File: src/rtl/mov_slice_seq.sv
// Sequential MOV slice: moves a WIDTH-bit operand through a SLICE-bit datapath,
// least-significant slice first, with valid/ready handshakes on both sides.
module mov_slice_seq #(
  parameter int WIDTH = 8,
  parameter int SLICE = 1
) (
  input  logic             clk,
  input  logic             rst,
  input  logic             in_valid,
  output logic             in_ready,
  input  logic [1:0]       op,
  input  logic [WIDTH-1:0] a,
  input  logic [WIDTH-1:0] b,
  output logic [WIDTH-1:0] out,
  output logic             zero,
  output logic             out_valid,
  input  logic             out_ready,
  output logic             busy
);

  localparam int NSLICE = WIDTH / SLICE;
  localparam int CW     = (NSLICE > 1) ? $clog2(NSLICE) : 1;

  typedef enum logic [1:0] {
    S_IDLE,
    S_BUSY,
    S_DONE
  } state_t;

  typedef enum logic [1:0] {
    OP_MOV  = 2'b00,
    OP_MOVN = 2'b01,
    OP_MOVB = 2'b10,
    OP_CLR  = 2'b11
  } op_t;

  state_t           state, state_nxt;
  op_t              op_r;
  logic [WIDTH-1:0] a_r, b_r;
  logic [WIDTH-1:0] acc, acc_nxt;
  logic [CW-1:0]    cnt;
  logic             last;

  assign last     = (cnt == CW'(NSLICE - 1));
  assign in_ready = (state == S_IDLE);
  assign busy     = (state != S_IDLE);

  // NOTE: sequential state uses non-blocking assignments so every register
  // samples pre-edge values regardless of block ordering.
  always_ff @(posedge clk) begin
    if (rst) state <= S_IDLE;
    else     state <= state_nxt;
  end

  // NOTE: every combinational output gets a default first, so no path
  // through the case statement can leave it unassigned and infer a latch.
  always_comb begin
    state_nxt = state;
    unique case (state)
      S_IDLE:  if (in_valid)  state_nxt = S_BUSY;
      S_BUSY:  if (last)      state_nxt = S_DONE;
      S_DONE:  if (out_ready) state_nxt = S_IDLE;
      default:                state_nxt = S_IDLE;
    endcase
  end

  // Accumulator with the current slice merged in; constant slice offsets keep
  // the part-selects static while cnt picks which one is written.
  always_comb begin
    acc_nxt = acc;
    for (int s = 0; s < NSLICE; s++) begin
      if (cnt == CW'(s)) begin
        unique case (op_r)
          OP_MOV:  acc_nxt[s*SLICE +: SLICE] = a_r[s*SLICE +: SLICE];
          OP_MOVN: acc_nxt[s*SLICE +: SLICE] = ~a_r[s*SLICE +: SLICE];
          OP_MOVB: acc_nxt[s*SLICE +: SLICE] = b_r[s*SLICE +: SLICE];
          default: acc_nxt[s*SLICE +: SLICE] = '0;
        endcase
      end
    end
  end

  always_ff @(posedge clk) begin
    if (rst) begin
      a_r       <= '0;
      b_r       <= '0;
      op_r      <= OP_MOV;
      cnt       <= '0;
      acc       <= '0;
      out       <= '0;
      zero      <= 1'b0;
      out_valid <= 1'b0;
    end else begin
      unique case (state)
        S_IDLE: begin
          if (in_valid) begin
            a_r  <= a;
            b_r  <= b;
            op_r <= op_t'(op);
            cnt  <= '0;
            acc  <= '0;
          end
        end
        S_BUSY: begin
          acc <= acc_nxt;
          cnt <= cnt + 1'b1;
          // out only ever sees the complete word, never a partial result
          if (last) begin
            out       <= acc_nxt;
            zero      <= (acc_nxt == '0);
            out_valid <= 1'b1;
            cnt       <= '0;
          end
        end
        S_DONE: begin
          if (out_ready) out_valid <= 1'b0;
        end
        default: begin
          out_valid <= 1'b0;
        end
      endcase
    end
  end

endmodule

File: config.mk
export PLATFORM = sky130hd
export DESIGN_NAME = mov_slice_seq
export DESIGN_NICKNAME = d
export VERILOG_FILES = /design/src/rtl/mov_slice_seq.sv
export SDC_FILE = /design/constraint.sdc
export NUM_CORES = 1
export LEC_CHECK = 0
export BUFFER_PORTS_ARGS = -buffer_cell sky130_fd_sc_hd__buf_2
export CAP_MARGIN = 15
export CELL_PAD_IN_SITES_DETAIL_PLACEMENT = 1
export CELL_PAD_IN_SITES_GLOBAL_PLACEMENT = 1
export CORE_MARGIN = 2
export CORE_UTILIZATION = 40
export CTS_CLUSTER_SIZE = 14
export DETAILED_ROUTE_END_ITERATION = 16
export GPL_ROUTABILITY_DRIVEN = 1
export GPL_TIMING_DRIVEN = 0
export PLACE_DENSITY = 0.75
export SKIP_LAST_GASP = 1
export SLEW_MARGIN = 40
export SYNTH_ARGS = -nofsm -noshare
export SYNTH_HDL_FRONTEND = slang
export SYNTH_SLANG_ARGS = --single-unit
File: constraint.sdc
create_clock -name clk -period 2.1 [get_ports clk]
set_input_delay 0.105 -clock clk [delete_from_list [all_inputs] [get_ports clk]]
set_output_delay 0.105 -clock clk [all_outputs]
set_load 0.02 [all_outputs]
After elaboration in Yosys (flattened, before gate mapping):

Index checks and enable logic that the tools add are counted.
Widths: inputs -> output; s select.

* output and inout bits: 12
* bits in writable memories: 0
* word-level logic and storage cells: 72
* ROM bits: 0
* memories: 0
* bits in latches: 0
* register bits after elaboration: 41

* add/sub/neg operators: 1
* div/mod/pow operators: 0
* shift-type cells: 0
* reductions and logical operators: 11
* bitwise gates (word level): 9
* mux-type cells: 28
* equal/unequal tests: 14
* multiply operators: 0
* order comparisons: 0

Operator list (count)
* $pmux 1 s3: 9
* $pmux 8 s2: 1
* $eq 3x3->1 const B: 4
* $mux 1: 10
* $not 1->1: 9
* $logic_not 8->1: 1
* $mux 8: 1
* $eq 3x2->1 const B: 2
* $mux 2: 3
* $mux 3: 2
* $ne 2x2->1 const B: 3
* $pmux 2 s3: 1
* $pmux 3 s2: 1
* $reduce_and 2->1: 3
* $reduce_and 3->1: 2
* $eq 2x1->1 const B: 2
* $eq 2x2->1 const B: 2
* $logic_not 2->1: 2
* $reduce_bool 2->1: 2
* $add 3x1->3 const B: 1
* $eq 3x1->1 const B: 1
* $logic_not 3->1: 1

Longest topological paths before layout:

Gate-level depths: netlist of the first run.

* depth in word-level cells: 4
* mapped depth: 7
* mapped depth without buffers: 7

Worst setup path before layout of the first run:

OpenSTA, ideal clock, no wires.

* path kind: reg2reg
* from: reg cnt[0]
* to: reg zero
* slack: 623 ps
* data arrival time: 1361 ps
* cell stages (with the launch flop): 7
* period minus slack after synthesis: 1477 ps
* setup time: 116 ps
* required time: 1984 ps
* cell sequence: dfxtp_1 > ha_1 > ha_1 > inv_1 > nor2_4 > nor3b_1 > a31o_1

* cells in the longest elaborated chain, start to end: 3

RTL lines
* start, declared: line 41 `logic [CW-1:0] cnt;`
* start signal, assigned: line 106 `cnt <= cnt + 1'b1;`
* $eq 3x1->1, or another cell as far along: line 72 `if (cnt == CW'(s)) begin`
* $mux 1: line 72
* $logic_not 8->1: line 110 `zero <= (acc_nxt == '0);`
* end signal, assigned: line 110
* end, declared: line 15 `output logic zero,`

Several ways; a longest one is shown, not always the timed one.
A chain may end at the register's enable or synchronous reset.

Worst setup path in the final report of the first run:

Ends and elaborated chain as after synthesis.

==> flow_summary.yaml, run 1 <==
timing:
  finalWorstSetupSlack_ps: 323
  worst_pin_slew_ps: 517
  hold_violations: 0
  final.min_clock_period_ps: 1780
  setup_viol: 0
  fin_worst_skew_ps: 6.91
  slew_headroom_pct: 65.5
  clock.fmax_mhz: 563
  fin_setup_tns_ps: 0
  rsz0062_at_grt: "no"
  fin_crit_sh_pct: 84.6
  drv_slew: 0
final_layout:
  nets: 303
  antennaDiodeCount: 0
  design_area_sq_um: 2250
  layout_common_cells: "nand2_1, dfxtp_1, buf_2, a21oi_1, nor2_1"
  finalNonFillerCells: 329
  synthToLayoutAreaGrowth_pct: 16.2
  mostFrequentLayoutCell: "nand2_1"
  layout-drive-gt1-share_pct: 21.1
global_routing:
  use_met1_pct: 23.4
  overflow: 0
  grt_usage_pct: 18.4
  met2_usage_pct: 31.0
  antenna_found_initial: 0
  grt_pass1_wl_mm: 7.59
  use_met3_pct: 3.29
  grt_pass1_vias: 1585
  busiest_layer: "met2"
  grt_max_degree: 12
setup_path:
  crit_path_end_kind: "register"
  criticalPathCategory: "reg -> reg"
  crit_fanout: 5
  cp.required_ps: 2330
  rr_worst_depth: 7
  critical_path_arrival_ps: 2010
  startpoint_type: "register"
worst_hold_path:
  min_path_cells: 3
  hp-class: "in -> reg"
die:
  ios: 34
  die_w_um: 73.5
  die_y_um: 73.5
  coreArea_sq_um: 4690
  die_area_sq_um: 5410
  num_rows: 25
  start_util_pct: 41.2
yosys:
  synth_nets: 264
  synthCells: 236
  synth_cell_types: 39
  synth_area_sq_um: 1930
  synth_top_area_cell: "dfxtp_1"
  synth_top_area_share_pct: 42.5
  synth-seq-area-share_pct: 42.5
  avgSynthCellArea_sq_um: 8.19
  yosysWarningCount: 0
  ys_seq_elements: 41
  synthTopCellsByArea: "dfxtp_1, nand2_1, a21oi_1, ha_1, xnor2_1"
clock_network:
  htreeDepth: 2
  cts_buffer_depth: 2
  cts_setup_buffers: 0
  clock-root-buffer: "clkbuf_8"
  cts_resized: 0
  clk_latency_ps: 290
  cts_inserted_buffers: 5
  cts.sinks: 41
  clk_pin_slew_ps: 80
  cts_tree: "yes"
  ctsHoldBuffers: 0
power:
  p_total_mw: 1.54
  power_leakage_nw: 0.869
  power_density_nw_per_um2: 684
  irDropWorstVdd_mv: 0.261
route:
  drc: 0
  vias: 1673
  drtAntennaViolNets: 0
  via_per_inst: 5.09
  drtPass1Iterations: 4
  wl_mm: 4.57
  wl_per_cell_um: 13.9
  first_iter_violations: 43
outcome:
  outcome: "finished, final reports clean"
placement:
  placed_cell_area_sq_um: 2160
  dp_hpwl_mm: 3.46
  port_buffers: 32
  dp.cells: 322
  gp_congestion: 0.784
  pre_cts_ws_ps: 347
job:
  drv_cap: 0
[logic make-up after synthesis]
| family | count (synthesis) | share of synthesized area [%] |
|---|---|---|
| and+or+nand+nor | 102 | 24.5 |
| adders and majority gates | 6 | 3.88 |
| DFF | 41 | 42.5 |
| xor gates and xnor gates | 7 | 3.17 |
| muxes | 2 | 1.04 |
| AOI/OAI and AO/OA | 57 | 18.6 |
| buffers and inverters | 21 | 6.34 |
[power by group]
group	switching (mW)	total (mW)	internal, mW
logic	0.111	0.194	0.0831
registers	0.0176	0.820	0.803
clock network	0.262	0.523	0.261
[registers in the layout, summed over array words and instances, names as in the netlist]
signal,count
cnt,3
op_r,2
a_r,8
zero,1
b_r,8
acc,8
state,2
out_valid,1
out,8
[Yosys cell counts (all sizes together)]
library cell / number
a211oi: 1
a21oi: 37
a31o: 1
a31oi: 3
a32oi: 1
a41oi: 1
and2: 4
buf: 10
clkbuf: 6
dfxtp: 41
ha: 6
inv: 5
mux2i: 2
nand2: 63
nand2b: 3
nand3: 8
nand3b: 4
nor2: 12
nor2b: 2
nor3: 3
nor3b: 1
nor4: 2
o211ai: 1
o21a: 7
o21ai: 1
o221ai: 4
xnor2: 6
xor2: 1
[metrics by stage]
step / util (%) / hold WS, ps
6_report: 47.9 / 44.5
4_1_cts: 47.9 / 45.1
3_5_place_dp: 46.1 / 353
3_3_place_gp: 46.1 / 348
5_1_grt: 47.9 / 48.9
2_1_floorplan: - / 241
[final cells by class]
class	instances	area, sq um
well taps	54	67.6
repair buffers	32	160
flip-flops and latches	41	821
multi-input cells	174	990
plain buffers	16	104
clock buffers	7	86.3
fillers	606	2440
inverters	5	18.8
[critical path, stage by stage, from the launching register on]
cell	delay [ps]
dfxtp_1	350
inv_1	90
ha_1	230
and2_1	200
o221ai_1	130
o21a_1	160
nor4_1	350
a31o_1	210
[path summary, 6_finish.rpt]
path           from      to  slack, ps
max          cnt[0]    zero        320
min            a[4]  a_r[4]         40
max reg2reg  cnt[0]    zero        320
min reg2reg  out[5]  out[5]        450
[layer usage]
metal / routed length (um) / part of all wire (%)
met1: 2190 / 48
met2: 2170 / 47
met3: 139 / 3.0
met4: 65 / 1.4
met5: 0 / 0
No activity file was read; power rests on OpenSTA's default activity.
==> run 2: changes to the inputs <==
- CORE_UTILIZATION: 40 -> 36
- PLACE_DENSITY: 0.75 -> 0.72
- clock period: 2.1 -> 1.6 ns (I/O delays scaled with it)
==> run 2 against run 1 <==
Global-route usage shrank 1.8 points. First-iteration DRC count grew 14%. Combinational power grew 38%. Critical path type unchanged. Critical endpoint unchanged. Largest cell class unchanged. Largest power group unchanged. Highest routed layer unchanged.
==> flow_summary.yaml, run 2 (synthesis results as in run 1) <==
timing:
  fin_setup_tns_ps: 0
  fin_crit_sh_pct: 97.3
  slew_headroom_pct: 62.7
  setup_viol: 0
  fin_worst_skew_ps: 5.03
  clock.fmax_mhz: 642
  drv_slew: 0
  hold_violations: 0
  final.min_clock_period_ps: 1560
  finalWorstSetupSlack_ps: 43.3
  rsz0062_at_grt: "yes"
  worst_pin_slew_ps: 559
placement:
  dp_hpwl_mm: 3.52
  gp_congestion: 0.734
  pre_cts_ws_ps: -106
  dp.cells: 338
  port_buffers: 32
clock_network:
  cts_tree: "yes"
  cts.sinks: 41
  cts_buffer_depth: 2
  clk_pin_slew_ps: 80
  htreeDepth: 2
  ctsHoldBuffers: 0
  clk_latency_ps: 290
  cts_inserted_buffers: 5
  clock-root-buffer: "clkbuf_8"
global_routing:
  grt_pass1_vias: 1739
  grt_pass1_wl_mm: 8.02
  overflow: 0
  antenna_found_initial: 0
  grt_max_degree: 12
  grt_usage_pct: 16.5
route:
  drtAntennaViolNets: 0
  wl_mm: 4.77
  drc: 0
  vias: 1687
  drtPass1Iterations: 4
  first_iter_violations: 49
  wl_per_cell_um: 13.7
  via_per_inst: 4.85
final_layout:
  antennaDiodeCount: 0
  nets: 306
  finalNonFillerCells: 348
  layout-drive-gt1-share_pct: 27.0
  mostFrequentLayoutCell: "nand2_1"
  layout_common_cells: "nand2_1, dfxtp_1, buf_2, a21oi_1, nor2_1"
  synthToLayoutAreaGrowth_pct: 22.2
  fin_util_pct: 46.0
setup_path:
  criticalPathCategory: "reg -> reg"
  cp.required_ps: 1840
  critical_path_arrival_ps: 1790
  startpoint_type: "register"
  crit_fanout: 5
  crit_path_end_kind: "register"
die:
  ios: 34
  start_util_pct: 37.6
  die_w_um: 77.3
  coreArea_sq_um: 5140
  num_rows: 26
  die_area_sq_um: 5970
  die_y_um: 77.3
outcome:
  outcome: "finished, final reports clean"
power:
  irDropWorstVdd_mv: 0.293
  p_total_mw: 2.03
  power_leakage_nw: 0.900
  power_density_nw_per_um2: 861
job:
  drv_cap: 0
worst_hold_path:
  hp-class: "in -> reg"
run 2: cell types whose count changed in the layout (fill, tap and decap cells not counted), sizes merged:
cell | before | now
buf | 42 | 45
run 2: area by class of cell:
class | count | area, sq um
Fill cell | 668 | 2780
Multi-Input combinational cell | 174 | 1040
Sequential cell | 41 | 826
Timing Repair Buffer | 35 | 195
Buffer | 16 | 104
Tap cell | 70 | 87.6
Clock buffer | 7 | 86.3
Inverter | 5 | 18.8
run 2: repair_timing:
action / in CTS / in global routing
gates resized for setup: 9 / 8
pin swaps: 1 / 2
setup endpoints to repair: 8 / 15
setup buffers: 0 / 3
run 2: worst max-delay path, stage by stage (launching register included):
cell and delay, ps:
dfxtp_2 350, inv_2 110, ha_4 170, and2_1 170, o221ai_1 150, o21a_2 180
nor4_4 210, a31o_1 160
run 2: layer usage:
metal  routed length [um]  up-vias  global-route usage, %
li1                     -      876                      -
met1                 2290      773                   21.5
met2                 2260       32                   27.7
met3                  175        6                   3.76
met4                   39        0                   4.11
met5                    0        -                      0
run 2: power by group:
group,switching (mW),total [mW],internal [mW]
Sequential,0.0252,1.08,1.05
Clock,0.343,0.686,0.343
Combinational,0.152,0.268,0.116
Total,0.521,2.03,1.51
run 2: metrics by stage:
stage | hold WS, ps | cell area (sq um)
floorplan | 216 | 1930
finish | 20.3 | 2360
global placement | 323 | 2180
detailed placement | 328 | 2180
CTS | 14.6 | 2290
global route | 25.8 | 2360
run 2: worst paths after layout:
kind	startpoint	cells after the start	slack, ps	to
setup / recovery	cnt[0]	7	40	zero
hold / removal	b[6]	3	20	b_r[6]
setup reg to reg	cnt[0]	7	40	zero
hold reg to reg	out[6]	2	460	out[6]
